<file path="config.mk">
export PLATFORM = sky130hd
export DESIGN_NAME = sweep_sequencer
export DESIGN_NICKNAME = d
export VERILOG_FILES = /design/src/rtl/sweep_sequencer.sv
export SDC_FILE = /design/constraint.sdc
export NUM_CORES = 1
export LEC_CHECK = 0
export CORE_MARGIN = 3
export CORE_UTILIZATION = 57
export CTS_BUF_LIST = sky130_fd_sc_hd__clkbuf_4
export DETAILED_ROUTE_END_ITERATION = 7
export PLACE_DENSITY = 0.81
export SYNTH_ARGS = -nofsm -noshare
export SYNTH_HDL_FRONTEND = slang
export SYNTH_SLANG_ARGS = --single-unit
</file>
<file path="constraint.sdc">
create_clock -name CLK -period 3 [get_ports CLK]
set_clock_uncertainty 0.1 [all_clocks]
set_input_delay 0.6 -clock CLK [delete_from_list [all_inputs] [get_ports CLK]]
set_output_delay 0.6 -clock CLK [all_outputs]
set_load 0.01 [all_outputs]
</file>
<file path="src/rtl/sweep_sequencer.sv">
// Two-leg calibration sweep sequencer: HS leg, fixed gap, VS leg, then a DONE pulse.
// Outputs are registered from next state; a counter flag fall drops its enable on the same edge.
module sweep_sequencer #(
    parameter int TIMEOUT    = 64,
    parameter int TO_W       = 8,
    parameter int GAP_CYCLES = 2
) (
    input  logic CLK,
    input  logic RST_N,
    input  logic START,
    input  logic ABORT,
    input  logic CNT_L,
    input  logic CNT_V,
    output logic HS,
    output logic VS,
    output logic BUSY,
    output logic DONE,
    output logic ERR
);

    localparam logic [2:0] IDLE  = 3'd0;
    localparam logic [2:0] H_ARM = 3'd1;
    localparam logic [2:0] H_RUN = 3'd2;
    localparam logic [2:0] GAP   = 3'd3;
    localparam logic [2:0] V_ARM = 3'd4;
    localparam logic [2:0] V_RUN = 3'd5;

    localparam int GAP_W = (GAP_CYCLES > 1) ? $clog2(GAP_CYCLES) : 1;

    logic [2:0]       state, state_nxt;
    logic [TO_W-1:0]  to_cnt, to_cnt_nxt;
    logic [GAP_W-1:0] gap_cnt, gap_cnt_nxt;
    logic             err_nxt, done_nxt;
    logic             leg_done, leg_to;

    // Completion is checked before timeout so a flag fall on the limit edge still counts as success.
    assign leg_done = ((state == H_RUN) && !CNT_L) || ((state == V_RUN) && !CNT_V);
    assign leg_to   = (to_cnt == TO_W'(TIMEOUT - 2));

    always_comb begin
        state_nxt   = state;
        to_cnt_nxt  = to_cnt;
        gap_cnt_nxt = gap_cnt;
        err_nxt     = ERR;
        done_nxt    = 1'b0;
        if (ABORT) begin
            state_nxt = IDLE;
        end else begin
            case (state)
                IDLE: begin
                    if (START) begin
                        state_nxt  = H_ARM;
                        err_nxt    = 1'b0;
                        to_cnt_nxt = '0;
                    end
                end
                GAP: begin
                    if (gap_cnt == GAP_W'(GAP_CYCLES - 1)) begin
                        state_nxt   = V_ARM;
                        to_cnt_nxt  = '0;
                        gap_cnt_nxt = '0;
                    end else begin
                        gap_cnt_nxt = gap_cnt + 1'b1;
                    end
                end
                H_ARM, H_RUN, V_ARM, V_RUN: begin
                    if (leg_done) begin
                        if (state == H_RUN) begin
                            state_nxt   = GAP;
                            gap_cnt_nxt = '0;
                        end else begin
                            state_nxt = IDLE;
                            done_nxt  = 1'b1;
                        end
                    end else if (leg_to) begin
                        state_nxt = IDLE;
                        err_nxt   = 1'b1;
                    end else begin
                        to_cnt_nxt = to_cnt + 1'b1;
                        if (state == H_ARM && CNT_L) state_nxt = H_RUN;
                        if (state == V_ARM && CNT_V) state_nxt = V_RUN;
                    end
                end
                default: state_nxt = IDLE;
            endcase
        end
    end

    always_ff @(posedge CLK or negedge RST_N) begin
        if (!RST_N) begin
            state   <= IDLE;
            to_cnt  <= '0;
            gap_cnt <= '0;
            HS      <= 1'b0;
            VS      <= 1'b0;
            BUSY    <= 1'b0;
            DONE    <= 1'b0;
            ERR     <= 1'b0;
        end else begin
            state   <= state_nxt;
            to_cnt  <= to_cnt_nxt;
            gap_cnt <= gap_cnt_nxt;
            HS      <= (state_nxt == H_ARM) || (state_nxt == H_RUN);
            VS      <= (state_nxt == V_ARM) || (state_nxt == V_RUN);
            BUSY    <= (state_nxt != IDLE);
            DONE    <= done_nxt;
            ERR     <= err_nxt;
        end
    end

endmodule
</file>
=== Word level (Yosys, flattened, before mapping) ===
Cells that the tools add are included.

* ROM bits: 0
* Input port bits: 6
* Bits in registers: 17
* Output and inout bits: 5
* Memories: 0
* Word-level logic and storage cells: 72
* Bits in writable memories: 0
* Latch bits: 0

* $mul: 0
* Equality and inequality tests: 17
* Add/subtract/negate cells: 2
* Div/mod/pow operators: 0
* $lt $le $gt $ge: 0
* Mux-type cells: 26
* Reductions and logical operators: 18
* Shift operators: 0
* Bitwise operators: 1

{| class="wikitable"
|+ Operators with widths
! kind !! count
|-
| $mux 8 || 4
|-
| $pmux 8 s3 || 1
|-
| $mux 3 || 7
|-
| $ne 2x2->1 const B || 7
|-
| $eq 3x3->1 const B || 4
|-
| $mux 1 || 10
|-
| $eq 3x2->1 const B || 3
|-
| $pmux 3 s3 || 1
|-
| $add 8x1->8 const B || 1
|-
| $eq 8x6->1 const B || 1
|-
| $eq 3x1->1 const B || 2
|-
| $reduce_and 6->1 || 1
|-
| $reduce_bool 3->1 || 2
|-
| $reduce_and 5->1 || 1
|-
| $logic_and 1x1->1 || 4
|-
| $pmux 1 s2 || 2
|-
| $reduce_and 4->1 || 1
|-
| $reduce_bool 2->1 || 2
|-
| $reduce_or 4->1 || 1
|-
| $logic_not 3->1 || 1
|-
| $logic_or 1x1->1 || 3
|-
| $logic_not 1->1 || 2
|-
| $mux 2 || 1
|-
| $add 1x1->1 const B || 1
|-
| $not 1->1 || 1
|}

=== Longest topological paths before layout ===
* Word-level depth: 10
* Depth in mapped cells: 7
* Gate-level depth less buffers: 6

=== Worst setup path before layout ===
OpenSTA, ideal clock, no wires.

* Kind: input-to-reg
* From: in CNT_L
* To: reg to_cnt[3]
* Path buffers: 1
* Slack: 0.825 ns
* Required time: 2.822 ns
* Stages on the path: 6
* Library setup time: 0.078 ns
* Arrival: 1.998 ns
* Cell sequence: nand2b_1 nor3_1 or4_1 buf_2 or4_1 a21oi_1

* Longest elaborated chain between the ends: 5

{| class="wikitable"
|+ Ends and longest elaborated chain
! element !! RTL line !! source
|-
| start, declared || 12 || <nowiki>input logic CNT_L,</nowiki>
|-
| $logic_not 1->1 || 37 || <nowiki>assign leg_done = ((state == H_RUN) && !CNT_L) || ((state == V_RUN) && !CNT_V);</nowiki>
|-
| $logic_and 1x1->1 || 37 ||
|-
| $logic_or 1x1->1 || 37 ||
|-
| $ne 2x2->1 (no source line) || -- ||
|-
| $reduce_and 6->1 (no source line) || -- ||
|-
| end signal, assigned || 101 || <nowiki>to_cnt <= to_cnt_nxt;</nowiki>
|-
| end, declared || 31 || <nowiki>logic [TO_W-1:0] to_cnt, to_cnt_nxt;</nowiki>
|}

No other way between the ends.
A chain may end at the register's enable or synchronous reset.

=== Worst setup path after layout ===
* From: in CNT_L
* To: reg to_cnt[5]

The elaborated chain is that of the path after synthesis.

==> qor.yml <==
setup_path:
  cp_slowest_stage_delay_ns: 0.74
  path_class: "in -> reg"
  critPathCaptureType: "flip-flop"
  crit_path_start_kind: "primary input"
  r2r_end: "to_cnt[5]"
  critPathTopFamily: "simple AND/OR/NAND/NOR gates"
  r2r_slack_ns: 0.47
  worst_path_max_delay_cell: "or4_1"
  cp.required_ns: 3.11
  cp_num_buf_inv: 1
  worstReg2RegStart: "state[0]"
  critPathMaxFanout: 15
  timing.critical_path.mode_cell: "or4_1"
  cp.arrival_ns: 2.72
  reg2reg_depth: 5
  crit_chain: "clkdlybuf4s50_1 > nand2b_1 > nor3_1 > or4_1 > or4_1 > a21oi_1"
pwr:
  power.density_nw_per_um2: 366.0
  leakage_nw: 0.4782
  irDropWorstVdd_mv: 0.2774
  power_mw: 0.4222
synthesis:
  async_flop_share_pct: 100.0
  ys_warn_count: 0
  synthDistinctLibCells: 32
  syn_inst: 114
  syn_area_per_cell_um2: 8.780
  syn_area_um2: 1001
  syn-num-nets: 122
  yosysSeqAreaShare_pct: 42.50
  ys_seq_elements: 17
  synth-edff-count: 0
  synth-main-ff-cell: "dfrtp_1"
sta:
  relSlewSlack_pct: 51.85
  maxSlewViolCount: 0
  finalSetupViolations: 0
  min_period_ns: 2.611
  final.setup.tns_ns: 0
  period_share_pct: 87.02
  final-hold-violation-count: 0
  finalHoldWorstSlack_ns: 0.4657
  tightestPinTransition_ns: 0.7199
  max_freq_mhz: 383.0
  grt_setup_unrepaired: "no"
placed_design:
  io_buffers: 10
  gp_congestion: 0.8804
  dp_hpwl_um: 1439
layout:
  fill_cells: 103
  drive_gt1_share_pct: 7.143
  syn2layout_area_growth_pct: 15.25
  n_antenna_cell: 0
  fin_util_pct: 73.17
  fin_nets: 135
clock_tree:
  cts_setup_buffers: 0
  post_cts_resized: 0
  cts_root_buf: "clkbuf_4"
  ctsHoldBuffers: 0
  cts_buffers: 3
  clockBufferDepth: 2
  path_clk_slew_ns: 0.09
  clkLatencyLatePin_ns: 0.28
  cts_tree: "done"
  h-tree-depth: 1
  numClockSinks: 17
die:
  die_y_um: 47.91
  row_count: 14
  start_util_pct: 63.49
  dieArea_um2: 2295
  io_pins: 11
  die_w_um: 47.91
  coreArea_um2: 1577
detailed_routing:
  drt_iter0_drc: 45
  wirelength_um: 2061
  wl_per_cell_um: 14.51
  antenna_left: 0
  route.detailed.drc: 0
  firstDrtPassIters: 4
  viasPerCell: 6.394
  vias: 908
global_routing:
  grt_pass1_wl_um: 3456
  grt_max_degree: 18
  grt_pass1_vias: 811
  antenna_found_initial: 0
  grt-ovfl-total: 0
  track_usage_pct: 20.84
worst_hold_path:
  whs_path_depth: 2
  hold_path.class: "reg -> reg"
  hp-start: "to_cnt[5]"
  hold_end: "to_cnt[5]"
run:
  maxCapViolations: 0
outcome:
  status: "finished clean"
==> layout by cell type (no fill, tap or decap) <==
master           instances
o2111a_1                 1
nand3_1                  3
and3_1                   1
nand3b_1                 2
or4_1                    6
a31oi_1                  1
nand4_1                  2
o21ai_0                 10
clkbuf_4                 4
and4_1                   1
and2_1                   2
clkdlybuf4s50_1         10
inv_1                    5
a32oi_1                  1
a21oi_1                 12
nand2_1                  3
ha_1                     2
nor2_1                   8
or3_1                    5
o31ai_1                  5
a41oi_1                  1
buf_4                    4
dfrtp_1                 17
or3b_2                   1
nand2b_1                 4
o21a_1                   2
nor3_1                   5
a211oi_1                 1
nor2b_1                  2
o211a_1                  1
xnor2_1                  1
a22o_1                   1
o22ai_1                  2
==> routing by layer <==
| layer | wire length, um | global-route usage [%] | part of all wire [%] |
|---|---|---|---|
| met1 | 1001 | 31.44 | 49 |
| met2 | 887 | 28.76 | 43 |
| met3 | 160 | 3.759 | 7.8 |
| met4 | 12 | 8.602 | 0.58 |
| met5 | 0 | 0 | 0 |
==> worst max path at each step <==
stage,from,to,cells past startpoint
floorplan,CNT_L,to_cnt[3],6
finish,CNT_L,to_cnt[5],6
global route,CNT_L,to_cnt[2],6
global placement,CNT_L,to_cnt[6],6
CTS,CNT_L,to_cnt[5],6
detailed placement,CNT_L,to_cnt[5],6
==> cell families after synthesis <==
| family | synth area share, % |
|---|---|
| adders and majority gates | 2.500 |
| DFF | 42.50 |
| AOI/OAI and AO/OA | 23.63 |
| buffers and inverters | 4.626 |
| xor gates and xnor gates | 0.8752 |
| and+or+nand+nor | 25.87 |
==> cells in the mapped netlist (all sizes together), types with 2 or more instances <==
cell type | number | area, um2
buf | 4 | 20.02
nand3b | 2 | 15.01
a21oi | 12 | 60.06
nor2 | 8 | 30.03
nand2 | 3 | 11.26
nand4 | 2 | 12.51
or3 | 5 | 31.28
dfrtp | 17 | 425.4
o22ai | 2 | 12.51
o21ai | 10 | 50.05
o31ai | 5 | 37.54
nand2b | 4 | 25.02
and2 | 2 | 12.51
nor3 | 5 | 25.02
or4 | 6 | 45.04
ha | 2 | 25.02
nor2b | 2 | 12.51
o21a | 2 | 15.01
inv | 5 | 18.77
nand3 | 3 | 15.01
clkbuf | 2 | 7.510
==> registers in the layout, summed over array words and instances, names as in the netlist <==
register  cells
HS            1
BUSY          1
state         3
to_cnt        8
VS            1
ERR           1
gap_cnt       1
DONE          1
==> worst register-to-register path: stages (launching register included) <==
cell and delay [ns]:
dfrtp_1 0.55, nor2b_1 0.22, o21a_1 0.18, or4_1 0.68
or4_1 0.57, a21oi_1 0.15
==> stage by stage <==
stage	setup WS [ns]	instances	instance area [um2]
2_1_floorplan	0.8248	114	1001
3_3_place_gp	0.1326	138	1124
3_5_place_dp	0.1064	138	1124
4_1_cts	0.3905	142	1154
5_1_grt	0.2594	142	1154
6_report	0.3893	142	1154
==> cell type report <==
class	count	area (um2)	area share, %
clock buffer	4	30.03	2.603
tap	16	20.02	1.735
inverter	5	18.77	1.627
timing repair buffer	14	130.1	11.28
sequential	17	425.4	36.88
multi-input combinational	86	529.3	45.88
==> power by group <==
| part | switching (mW) | total, mW | leakage (nW) | internal [mW] |
|---|---|---|---|---|
| sequential | 0.00895 | 0.244 | 0.233 | 0.235 |
| clock | 0.0675 | 0.128 | 0.0184 | 0.0606 |
| combinational | 0.0265 | 0.0504 | 0.227 | 0.0239 |
No activity file was read; power rests on OpenSTA's default activity.
